<file path="src/rtl/dff_share_arbiter.sv">
// dff_share_arbiter
// One WIDTH-bit D register shared by NREQ requesters. A round-robin arbiter
// hands out exclusive write ownership. Each ownership lasts at most HOLD_MAX
// GRANT cycles, and every ownership is followed by a RELEASE/IDLE gap so
// that two grants never overlap.
//
//   state   | meaning
//   --------+---------------------------------------------------------------
//   IDLE    | no owner; arbitrate round-robin from last+1 when any req is set
//   GRANT   | owner holds the register; its loads update q; hold counter runs
//   RELEASE | one dead cycle; remember owner as last, then return to IDLE
module dff_share_arbiter #(
  parameter  int NREQ     = 4,
  parameter  int WIDTH    = 8,
  parameter  int HOLD_MAX = 15,
  localparam int OW       = (NREQ > 1) ? $clog2(NREQ) : 1
) (
  input  logic                  clk,
  input  logic                  rst,
  input  logic [NREQ-1:0]       req,
  input  logic [NREQ-1:0]       load,
  input  logic [NREQ*WIDTH-1:0] din,
  output logic [NREQ-1:0]       gnt,
  output logic [OW-1:0]         owner,
  output logic [WIDTH-1:0]      q,
  output logic                  busy,
  output logic                  timeout
);

  typedef enum logic [1:0] {
    IDLE    = 2'd0,
    GRANT   = 2'd1,
    RELEASE = 2'd2
  } state_t;

  // Hold counter counts up from 0; expiry is the cycle it sits at HOLD_MAX-1,
  // so an ownership spans exactly HOLD_MAX GRANT cycles.
  localparam logic [7:0] CNT_LAST = 8'(HOLD_MAX - 1);

  state_t            state, state_nxt;
  logic [NREQ-1:0]   gnt_nxt;
  logic [OW-1:0]     owner_nxt;
  logic [WIDTH-1:0]  q_nxt;
  logic              busy_nxt;
  logic              timeout_nxt;
  logic [7:0]        cnt, cnt_nxt;
  logic [OW-1:0]     last, last_nxt;

  logic              win_found;
  logic [OW-1:0]     win_idx;
  logic [OW-1:0]     cand;
  logic [NREQ-1:0]   win_onehot;
  logic [WIDTH-1:0]  sel_din;
  logic              req_own;
  logic              load_own;

  // Round-robin search: the first asserted req starting at last+1, wrapping.
  always_comb begin
    win_found = 1'b0;
    win_idx   = '0;
    cand      = '0;
    for (int k = 1; k <= NREQ; k++) begin
      cand = OW'((int'(last) + k) % NREQ);
      for (int j = 0; j < NREQ; j++) begin
        if (!win_found && req[j] && (cand == OW'(j))) begin
          win_found = 1'b1;
          win_idx   = cand;
        end
      end
    end
  end

  // One-hot decode of the winner, and the owner's data slice.
  always_comb begin
    win_onehot = '0;
    sel_din    = '0;
    for (int j = 0; j < NREQ; j++) begin
      win_onehot[j] = (win_idx == OW'(j));
      if (owner == OW'(j)) begin
        sel_din = din[j*WIDTH +: WIDTH];
      end
    end
  end

  // gnt is one-hot on owner throughout GRANT, so masking with it picks the
  // owner's req/load bits without another index decode.
  assign req_own  = |(req & gnt);
  assign load_own = |(load & gnt);

  // Next-state and next-output logic.
  always_comb begin
    state_nxt   = state;
    gnt_nxt     = gnt;
    owner_nxt   = owner;
    q_nxt       = q;
    busy_nxt    = busy;
    timeout_nxt = 1'b0;
    cnt_nxt     = cnt;
    last_nxt    = last;
    case (state)
      IDLE: begin
        gnt_nxt  = '0;
        busy_nxt = 1'b0;
        if (win_found) begin
          state_nxt = GRANT;
          gnt_nxt   = win_onehot;
          owner_nxt = win_idx;
          busy_nxt  = 1'b1;
          cnt_nxt   = '0;
        end
      end
      GRANT: begin
        if (!req_own) begin
          // Voluntary release wins over expiry, and a load issued in this
          // cycle is dropped.
          state_nxt = RELEASE;
          gnt_nxt   = '0;
          busy_nxt  = 1'b0;
        end else begin
          if (load_own) begin
            q_nxt = sel_din;
          end
          if (cnt == CNT_LAST) begin
            state_nxt   = RELEASE;
            gnt_nxt     = '0;
            busy_nxt    = 1'b0;
            timeout_nxt = 1'b1;
          end else begin
            cnt_nxt = cnt + 8'd1;
          end
        end
      end
      RELEASE: begin
        gnt_nxt   = '0;
        busy_nxt  = 1'b0;
        last_nxt  = owner;
        state_nxt = IDLE;
      end
      default: begin
        state_nxt = IDLE;
        gnt_nxt   = '0;
        busy_nxt  = 1'b0;
      end
    endcase
  end

  // State and registered outputs. Reset leaves last at NREQ-1 so that
  // requester 0 has first priority after reset.
  always_ff @(posedge clk or negedge rst) begin
    if (!rst) begin
      state   <= IDLE;
      gnt     <= '0;
      owner   <= '0;
      q       <= '0;
      busy    <= 1'b0;
      timeout <= 1'b0;
      cnt     <= '0;
      last    <= OW'(NREQ - 1);
    end else begin
      state   <= state_nxt;
      gnt     <= gnt_nxt;
      owner   <= owner_nxt;
      q       <= q_nxt;
      busy    <= busy_nxt;
      timeout <= timeout_nxt;
      cnt     <= cnt_nxt;
      last    <= last_nxt;
    end
  end

endmodule

</file>
<file path="config.mk">
export PLATFORM = sky130hd
export DESIGN_NAME = dff_share_arbiter
export DESIGN_NICKNAME = d
export VERILOG_FILES = /design/src/rtl/dff_share_arbiter.sv
export SDC_FILE = /design/constraint.sdc
export NUM_CORES = 1
export LEC_CHECK = 0
export CELL_PAD_IN_SITES_DETAIL_PLACEMENT = 0
export CELL_PAD_IN_SITES_GLOBAL_PLACEMENT = 1
export CORE_MARGIN = 4
export CORE_UTILIZATION = 30
export CTS_BUF_LIST = sky130_fd_sc_hd__clkbuf_8
export CTS_CLUSTER_DIAMETER = 80
export DETAILED_ROUTE_END_ITERATION = 8
export HOLD_SLACK_MARGIN = 0.08
export PLACE_DENSITY = 0.8
export SLEW_MARGIN = 15
export SYNTH_ARGS = -nofsm -noshare
export SYNTH_HDL_FRONTEND = slang
export SYNTH_SLANG_ARGS = --single-unit
</file>
<file path="constraint.sdc">
create_clock -name clk -period 4.8 [get_ports clk]
set_input_delay 0.48 -clock clk [delete_from_list [all_inputs] [get_ports clk]]
set_output_delay 0.48 -clock clk [all_outputs]
set_load 0.05 [all_outputs]
</file>
==> impl_metrics.env <==
export IMPL_outcome="complete, no violations"
export IMPL_clockBufferDepth=2
export IMPL_postCtsSetupRepairBufs=0
export IMPL_place_gp_congestion=0.861
export IMPL_tightestPinTransition_ns=0.613
export IMPL_drive_gt1_frac=0.165
export IMPL_clock_skew_ns=0.00598
export IMPL_grt_first_pass_wirelength_mm=7.50
export IMPL_grt_pass1_vias=1457
export IMPL_min_period_ns=2.39
export IMPL_gr_usage_all_layers=0.129
export IMPL_power_leakage_nw=1.01
export IMPL_tns_ns=0
export IMPL_die_w_microns=84.4
export IMPL_ant_nets=0
export IMPL_synthFlopType="dfrtp_1"
export IMPL_synthArstFlopShare=1.00
export IMPL_cts_buffers=3
export IMPL_wire_per_inst_microns=15.8
export IMPL_maxCapViolCount=0
export IMPL_core_area_sq_um=5570
export IMPL_drt_initial_drc_count=68
export IMPL_synth_ff_latch_count=28
export IMPL_grt_max_degree=29
export IMPL_fillers=524
export IMPL_powerDensity_nw_per_um2=572
export IMPL_critical_path_class="flop to output port"
export IMPL_rows=27
export IMPL_dp_hpwl_mm=3.51
export IMPL_io_pin_count=58
export IMPL_syn_to_final_growth_pct=41.5
export IMPL_clk_pin_slew_ns=0.09
export IMPL_worstPathCellList="clkdlybuf4s50_1"
export IMPL_nNetsFinal=265
export IMPL_min_path_type="flop to flop"
export IMPL_cts_max_level=1
export IMPL_port_buffers=57
export IMPL_cp_slowest_cell="clkdlybuf4s50_1"
export IMPL_crit_arrival_ns=1.91
export IMPL_cts_resized=0
export IMPL_final_hold_viol_count=0
export IMPL_cts_tree="done"
export IMPL_remaining_drc_errors=0
export IMPL_syn_cell_area_sq_um=1750
export IMPL_antenna_found_initial=0
export IMPL_path_buf_inv=1
export IMPL_grt_ovfl_total=0
export IMPL_irDropWorstVdd_mv=0.293
export IMPL_finalCritPeriodShare=0.498
export IMPL_viasPerCell=5.25
export IMPL_netlist_instances=153
export IMPL_yosysSeqAreaShare=0.402
export IMPL_rsz0062_at_grt="no"
export IMPL_synth_nets=205
export IMPL_yosysWarnings=0
export IMPL_syn_area_per_cell_sq_um=11.4
export IMPL_die_y_microns=84.4
export IMPL_slew_headroom=0.586
export IMPL_clockRootBuffer="clkbuf_8"
export IMPL_insertion_delay_ns=0.27
export IMPL_drv_slew=0
export IMPL_drt_first_pass_iters=5
export IMPL_clock_sinks=28
export IMPL_routed_wl_mm=4.47
export IMPL_ys_types=46
export IMPL_slowest_delay_ns=0.91
export IMPL_antenna_cells=0
export IMPL_total_power_mw=1.41
export IMPL_setup_violations=0
export IMPL_crit_path_max_fanout=11
export IMPL_fmax_mhz=418
export IMPL_start_kind="flop"
export IMPL_via_count=1490
export IMPL_critPathCaptureType="output port"
export IMPL_worstPathRequired_ns=4.32
export IMPL_die_area_sq_um=7120
export IMPL_synth_edff_count=0
export IMPL_initial_core_util=0.314
export IMPL_cts_hold_buf=0
export IMPL_cp_top_family="buffers and inverters"
worst paths after layout:
path                                            from                  end  slack (ns)  depth (start not counted)
min in group asynchronous                        rst     q[7]$_DFFE_PN0P_        0.57                          2
worst max register to register   last[1]$_DFFE_PN1N_   gnt[1]$_DFFE_PN0P_        2.42                          7
worst min register to register      busy$_DFFE_PN0P_     busy$_DFFE_PN0P_        0.50                          2
worst max-delay path            owner[0]$_DFFE_PN0P_             owner[0]        2.41                          1
worst min-delay path                busy$_DFFE_PN0P_     busy$_DFFE_PN0P_        0.50                          2
max in group asynchronous                        rst  last[1]$_DFFE_PN1N_        3.92                          2
registers in the layout, summed over array words and instances (netlist names):
register	cells
q	8
owner	2
timeout	1
state	2
last	2
busy	1
gnt	4
cnt	8
routing by layer:
| layer | track usage | up-vias | wire length, microns |
|---|---|---|---|
| met5 | 0 | - | 0 |
| met4 | 0.0259 | 0 | 24 |
| met2 | 0.207 | 59 | 2070 |
| met3 | 0.0353 | 2 | 296 |
| li1 | - | 709 | - |
| met1 | 0.175 | 720 | 2090 |
placed cells by master, fill, tap and decap left out, types with 2 or more instances in the layout:
cell	n
clkdlybuf4s50_1	57
dfrtp_1	26
nand2_1	17
ha_1	10
a22oi_1	8
mux4_2	8
mux2_2	8
a21oi_1	6
inv_1	5
nor2_1	5
o21ai_0	5
a22oi_2	4
nor2b_1	3
nand3_1	3
and3_1	3
clkbuf_8	3
nand2b_1	2
and2_1	2
o32a_1	2
o31ai_1	2
o32ai_1	2
a31oi_1	2
a22o_1	2
o21ai_1	2
dfstp_2	2
where the power goes:
part	leakage (nW)	internal [mW]	switching (mW)
Combinational	0.605	0.342	0.488
Clock	0.0357	0.112	0.0709
Sequential	0.365	0.314	0.0882
Total	1.01	0.768	0.647
layout make-up:
type,count,area [sq um],share of cell area
multi-input combinational,116,1010,0.407
clock inverter,1,30.0,0.0121
inverter,6,25.0,0.0101
clock buffer,3,41.3,0.0167
timing repair buffer,58,578,0.234
tap,72,90.1,0.0364
sequential,28,703,0.284
kinds of logic after synthesis:
logic type / Yosys count / share of synthesized area
compound gates: 45 / 0.207
xor+xnor: 1 / 0.00501
fa+ha+maj: 10 / 0.0715
buf+inv: 9 / 0.0222
flops: 28 / 0.402
mux: 17 / 0.161
simple gates: 43 / 0.131
cell usage after synthesis (3+ instances only):
library cell | instances | share of area
nor2_1 | 5 | 0.011
dfrtp_1 | 26 | 0.37
nand3_1 | 3 | 0.0086
nor2b_1 | 3 | 0.011
mux4_2 | 8 | 0.10
a22oi_1 | 8 | 0.034
a21oi_1 | 6 | 0.017
inv_1 | 5 | 0.011
ha_1 | 10 | 0.072
and3_1 | 3 | 0.011
o21ai_0 | 5 | 0.014
nand2_1 | 17 | 0.036
a22oi_2 | 4 | 0.029
mux2_2 | 8 | 0.052
metrics by stage:
stage	std cells	utilization	hold slack, ns	setup WS, ns	area, sq um
after floorplan	153	-	0.184	2.62	1750
after global placement	280	0.431	0.477	2.38	2400
after detailed placement	280	0.431	0.474	2.42	2400
after CTS	284	0.444	0.507	2.36	2470
after global routing	284	0.444	0.531	2.25	2470
final	284	0.444	0.498	2.41	2470
Note: power is estimated with default switching activity, not from simulation.
